## src/rtl/pipeline_hazard_ctrl.sv

```systemverilog
// Pipeline hazard controller: decides each cycle whether PC/IF/ID advance or
// hold, and where bubbles or a delay-slot squash are inserted.
//
// state    | meaning
// RUN      | normal flow; load-use, annul and new multi-cycle ops are evaluated
// MC_STALL | EX holds a multi-cycle op; the pipeline front is frozen
module pipeline_hazard_ctrl #(
  parameter int unsigned REG_W = 5,
  parameter int unsigned LEN_W = 3,
  parameter int unsigned CNT_W = 16
) (
  input  logic             clk,
  input  logic             reset,
  input  logic [REG_W-1:0] id_rs1,
  input  logic [REG_W-1:0] id_rs2,
  input  logic             id_uses_rs1,
  input  logic             id_uses_rs2,
  input  logic             ex_load,
  input  logic [REG_W-1:0] ex_rd,
  input  logic             ex_annul_slot,
  input  logic             ex_mc_start,
  input  logic [LEN_W-1:0] ex_mc_len,
  output logic             pc_enable,
  output logic             ifid_enable,
  output logic             ifid_flush,
  output logic             idex_enable,
  output logic             idex_bubble,
  output logic             exmem_bubble,
  output logic             mc_busy,
  output logic [CNT_W-1:0] stall_count
);

  typedef enum logic {
    RUN      = 1'b0,
    MC_STALL = 1'b1
  } state_t;

  state_t           state_q, state_d;
  logic [LEN_W-1:0] mc_cnt_q, mc_cnt_d;
  logic [CNT_W-1:0] stall_cnt_q, stall_cnt_d;

  logic mc_req;
  logic rs1_hit;
  logic rs2_hit;
  logic load_use;
  logic mc_freeze;

  // Lengths 0 and 1 are ordinary single-cycle EX operations.
  assign mc_req    = ex_mc_start && (ex_mc_len > LEN_W'(1));
  assign mc_freeze = (state_q == MC_STALL) || ((state_q == RUN) && mc_req);

  // %g0 is hardwired to zero, so a load targeting it can never be a producer.
  assign rs1_hit  = id_uses_rs1 && (id_rs1 == ex_rd);
  assign rs2_hit  = id_uses_rs2 && (id_rs2 == ex_rd);
  assign load_use = ex_load && (ex_rd != '0) && (rs1_hit || rs2_hit);

  // State register
  always_ff @(posedge clk or negedge reset) begin
    if (!reset) begin
      state_q     <= RUN;
      mc_cnt_q    <= '0;
      stall_cnt_q <= '0;
    end else begin
      state_q     <= state_d;
      mc_cnt_q    <= mc_cnt_d;
      stall_cnt_q <= stall_cnt_d;
    end
  end

  // Next-state logic; the cycle that starts the op is already one frozen cycle.
  always_comb begin
    state_d  = state_q;
    mc_cnt_d = mc_cnt_q;
    case (state_q)
      RUN: begin
        if (mc_req) begin
          state_d  = MC_STALL;
          mc_cnt_d = ex_mc_len - LEN_W'(2);
        end
      end
      MC_STALL: begin
        if (mc_cnt_q == '0) begin
          state_d = RUN;
        end else begin
          mc_cnt_d = mc_cnt_q - LEN_W'(1);
        end
      end
      default: begin
        state_d  = RUN;
        mc_cnt_d = '0;
      end
    endcase
  end

  // Output logic, evaluated in priority order: freeze, annul, load-use.
  always_comb begin
    pc_enable    = 1'b1;
    ifid_enable  = 1'b1;
    idex_enable  = 1'b1;
    ifid_flush   = 1'b0;
    idex_bubble  = 1'b0;
    exmem_bubble = 1'b0;
    if (!reset) begin
      pc_enable    = 1'b0;
      ifid_enable  = 1'b0;
      idex_enable  = 1'b0;
      idex_bubble  = 1'b1;
      exmem_bubble = 1'b1;
    end else if (mc_freeze) begin
      pc_enable    = 1'b0;
      ifid_enable  = 1'b0;
      idex_enable  = 1'b0;
      exmem_bubble = 1'b1;
    end else if (ex_annul_slot) begin
      // The dependent instruction is the one being squashed, so load-use is moot.
      ifid_flush = 1'b1;
    end else if (load_use) begin
      pc_enable   = 1'b0;
      ifid_enable = 1'b0;
      idex_bubble = 1'b1;
    end
  end

  always_comb begin
    stall_cnt_d = stall_cnt_q;
    if (!pc_enable && (stall_cnt_q != {CNT_W{1'b1}})) begin
      stall_cnt_d = stall_cnt_q + CNT_W'(1);
    end
  end

  assign mc_busy     = (state_q == MC_STALL);
  assign stall_count = stall_cnt_q;

endmodule
```

## config.mk

```make
export PLATFORM = sky130hd
export DESIGN_NAME = pipeline_hazard_ctrl
export DESIGN_NICKNAME = d
export VERILOG_FILES = /design/src/rtl/pipeline_hazard_ctrl.sv
export SDC_FILE = /design/constraint.sdc
export NUM_CORES = 1
export LEC_CHECK = 0
export BUFFER_PORTS_ARGS = -buffer_cell sky130_fd_sc_hd__buf_4
export CAP_MARGIN = 5
export CORE_UTILIZATION = 40
export DETAILED_ROUTE_END_ITERATION = 10
export PLACE_DENSITY = 0.72
export SKIP_LAST_GASP = 1
export SLEW_MARGIN = 20
export SYNTH_ARGS = -nofsm -noshare
export SYNTH_HDL_FRONTEND = slang
export SYNTH_SLANG_ARGS = --single-unit
```

## constraint.sdc

```tcl
create_clock -name clk -period 3.3 [get_ports clk]
set_clock_uncertainty 0.2 [all_clocks]
set_input_delay 0.825 -clock clk [delete_from_list [all_inputs] [get_ports clk]]
set_output_delay 0.825 -clock clk [all_outputs]
set_load 0.01 [all_outputs]
```

==> results.json <==
{
  "cp-start-kind": "input pin",
  "endpoint_kind": "output pin",
  "multiInputGateArea_um2": 727,
  "num_antenna_cells": 0,
  "synth_area_leader_cell": "dfrtp_1",
  "routed_wl_mm": 2.94,
  "hpwl_mm": 2.35,
  "final_core_util_pct": 55.9,
  "fillCellCount": 287,
  "r2r_setup_slack_ps": 920,
  "period_minus_slack_ps": 3190,
  "critical_path.slowest_cell": "or4_1",
  "grt_start_max_net_pins": 23,
  "cts_sinks": 20,
  "cts_buffers": 3,
  "fmax_mhz": 314,
  "die_x_um": 58.8,
  "r2r_start": "stall_count[0]",
  "worstPathCellList": "buf_4 > or4_1 > nor2_1 > nor3b_2 > a21oi_4 > buf_4",
  "vias_per_cell": 5.01,
  "antenna_found_initial": 0,
  "vias": 1118,
  "async_flop_share_pct": 100,
  "final-seq-area_um2": 500,
  "rsz0062_at_grt": "no",
  "finalCritPeriodShare_pct": 96.6,
  "clockBufferDepth": 2,
  "rr_worst_depth": 6,
  "die_h_um": 58.8,
  "seq_area_frac_synth_pct": 38.8,
  "insertion_delay_ps": 290,
  "synth.avg_cell_area_um2": 9.93,
  "yosys_warnings": 0,
  "grtUsageTotal_pct": 18.7,
  "cp_max_fo": 8,
  "crit_family": "simple AND/OR/NAND/NOR gates",
  "slew_viol_final": 0,
  "finalHoldViolCount": 0,
  "grt_pass1_vias": 1104,
  "cp_common_cell": "buf_4",
  "worstPathRequired_ps": 2270,
  "ys.flop_type": "dfrtp_1",
  "postCtsResizedCells": 0,
  "drive_gt1_share_pct": 36.9,
  "port_buffers": 47,
  "cts.hold.buffers_added": 0,
  "root_buffer": "clkbuf_4",
  "maxSlewHeadroom_pct": 63.9,
  "tightest_slew_ps": 538,
  "cts_setup_buffers": 0,
  "yosysUniqueCellTypes": 38,
  "finalSetupTns_ps": 0,
  "synth_edf_count": 0,
  "critical-path-max-stage-delay_ps": 520,
  "path_buf_inv": 2,
  "synth_fp_nets": 159,
  "clkTransAtPathRegs_ps": 100,
  "cp.arrival_ps": 2160,
  "vdd_drop_max_mv": 0.266,
  "io_pins": 48,
  "synth-seq-cells": 20,
  "drv_cap": 0,
  "setup_viol": 0,
  "core_mm2": 0.00305,
  "dieArea_mm2": 0.00346,
  "postSynthCellCount": 130,
  "cts_tree": "built",
  "dr.pass1.iters": 2,
  "place_congestion": 0.778,
  "critPathCapture": "pc_enable",
  "crit_cells": 6,
  "powerDensity_mw_per_mm2": 587,
  "syn2layout_area_growth_pct": 32.2,
  "grt_overflow": 0,
  "rows": 20,
  "crit_start": "ex_rd[0]",
  "synth_area_mm2": 0.00129,
  "dr.first_iter.drc_count": 19,
  "grt_pass1_wl_mm": 4.85,
  "htreeDepth": 1,
  "initial_core_util_pct": 42.3,
  "power_uw": 1000,
  "wire_per_inst_um": 13.2,
  "final_antenna_net_count": 0,
  "status": "finished, final reports clean",
  "synth_top_area_share_pct": 38.8,
  "cellLeakagePower_uw": 0.000807,
  "hp-class": "in2async",
  "critPathKind": "in2out",
  "synth_area_leaders": "dfrtp_1 39%, xnor2_1 7.5%, xor2_1 7.5%",
  "r2r-end": "stall_count[1]",
  "drc": 0,
  "nets": 210
}
[how the worst min path moves through the flow]
stage | startpoint | to | slack [ps] | depth (start not counted)
floorplan | mc_cnt_q[0] | mc_cnt_q[0] | 260 | 1
global placement | mc_cnt_q[0] | mc_cnt_q[0] | 280 | 1
detailed placement | stall_count[8] | stall_count[8] | 290 | 1
CTS | reset | stall_count[5] | 300 | 2
global route | reset | stall_count[5] | 290 | 2
finish | reset | stall_count[5] | 300 | 2
[logic make-up (layout without fill, tap and decap cells)]
group / Yosys count / count (layout) / synth area share (%)
AOI/OAI and AO/OA: 13 / 13 / 7.07
and+or+nand+nor: 55 / 55 / 26.6
DFF: 20 / 20 / 38.8
buffers and inverters: 12 / 61 / 4.94
adders and majority gates: 4 / 4 / 3.88
muxes: 4 / 4 / 3.88
xor gates and xnor gates: 22 / 22 / 14.9
[cell usage in the layout, fill, tap and decap left out, types with 2 or more instances in the layout]
cell type	count
inv_1	9
nor2_1	4
nor3_1	5
nand4_1	4
nand2_1	16
a21oi_1	2
dfrtp_1	20
ha_1	4
nand3_1	3
nor3b_1	3
nor4_1	3
mux2i_1	2
buf_4	49
clkbuf_4	3
mux2_4	2
and3_1	3
xor2_1	11
xnor2_1	11
o21ai_0	6
[layer usage]
layer | track usage, % | wire length (µm)
met5 | 0 | 0
met4 | 10.2 | 58
met3 | 3.08 | 203
met2 | 30.7 | 1450
met1 | 23.4 | 1230
[worst reg2reg max path, cell delays in order (launching register included)]
cell and delay (ps):
dfrtp_1 420, ha_1 220, nand3_2 100, or2_1 360, nor4_4 520, nor2_2 130, mux2_4 320
[synthesized netlist by cell type (all sizes together), types with 3 or more instances]
| master | number |
|---|---|
| xor2 | 11 |
| dfrtp | 20 |
| nand3 | 4 |
| inv | 9 |
| and3 | 3 |
| a21oi | 3 |
| xnor2 | 11 |
| nor3b | 4 |
| nor2 | 5 |
| nand4 | 4 |
| nand2 | 17 |
| ha | 4 |
| buf | 3 |
| o21ai | 6 |
| nor4 | 5 |
| nor3 | 5 |
[registers in the layout, summed over array words and instances, names as in the netlist]
register     count
stall_count     16
mc_cnt_q         3
mc_busy          1
[per-stage QoR]
stage / worst slack (ps) / hold slack [ps] / area, µm² / std cells
2_1_floorplan: 212 / 257 / 1290 / 130
3_3_place_gp: 136 / 282 / 1680 / 220
3_5_place_dp: 103 / 286 / 1680 / 220
4_1_cts: 93.6 / 300 / 1710 / 223
5_1_grt: 56.6 / 291 / 1710 / 223
6_report: 114 / 296 / 1710 / 223
[layout make-up]
cell class	count	share of cell area (%)
well taps	44	3.23
multi-input cells	98	42.6
flip-flops and latches	20	29.3
clock buffers	3	1.32
inverters	9	1.98
repair buffers	49	21.6
[power breakdown]
group          leakage [µW]  internal, µW  total [µW]  switching, µW
clock             0.0000138          42.5         110           67.6
sequential         0.000237           331         429           98.5
combinational      0.000556           246         462            216
(Power assumes the default switching activity.)
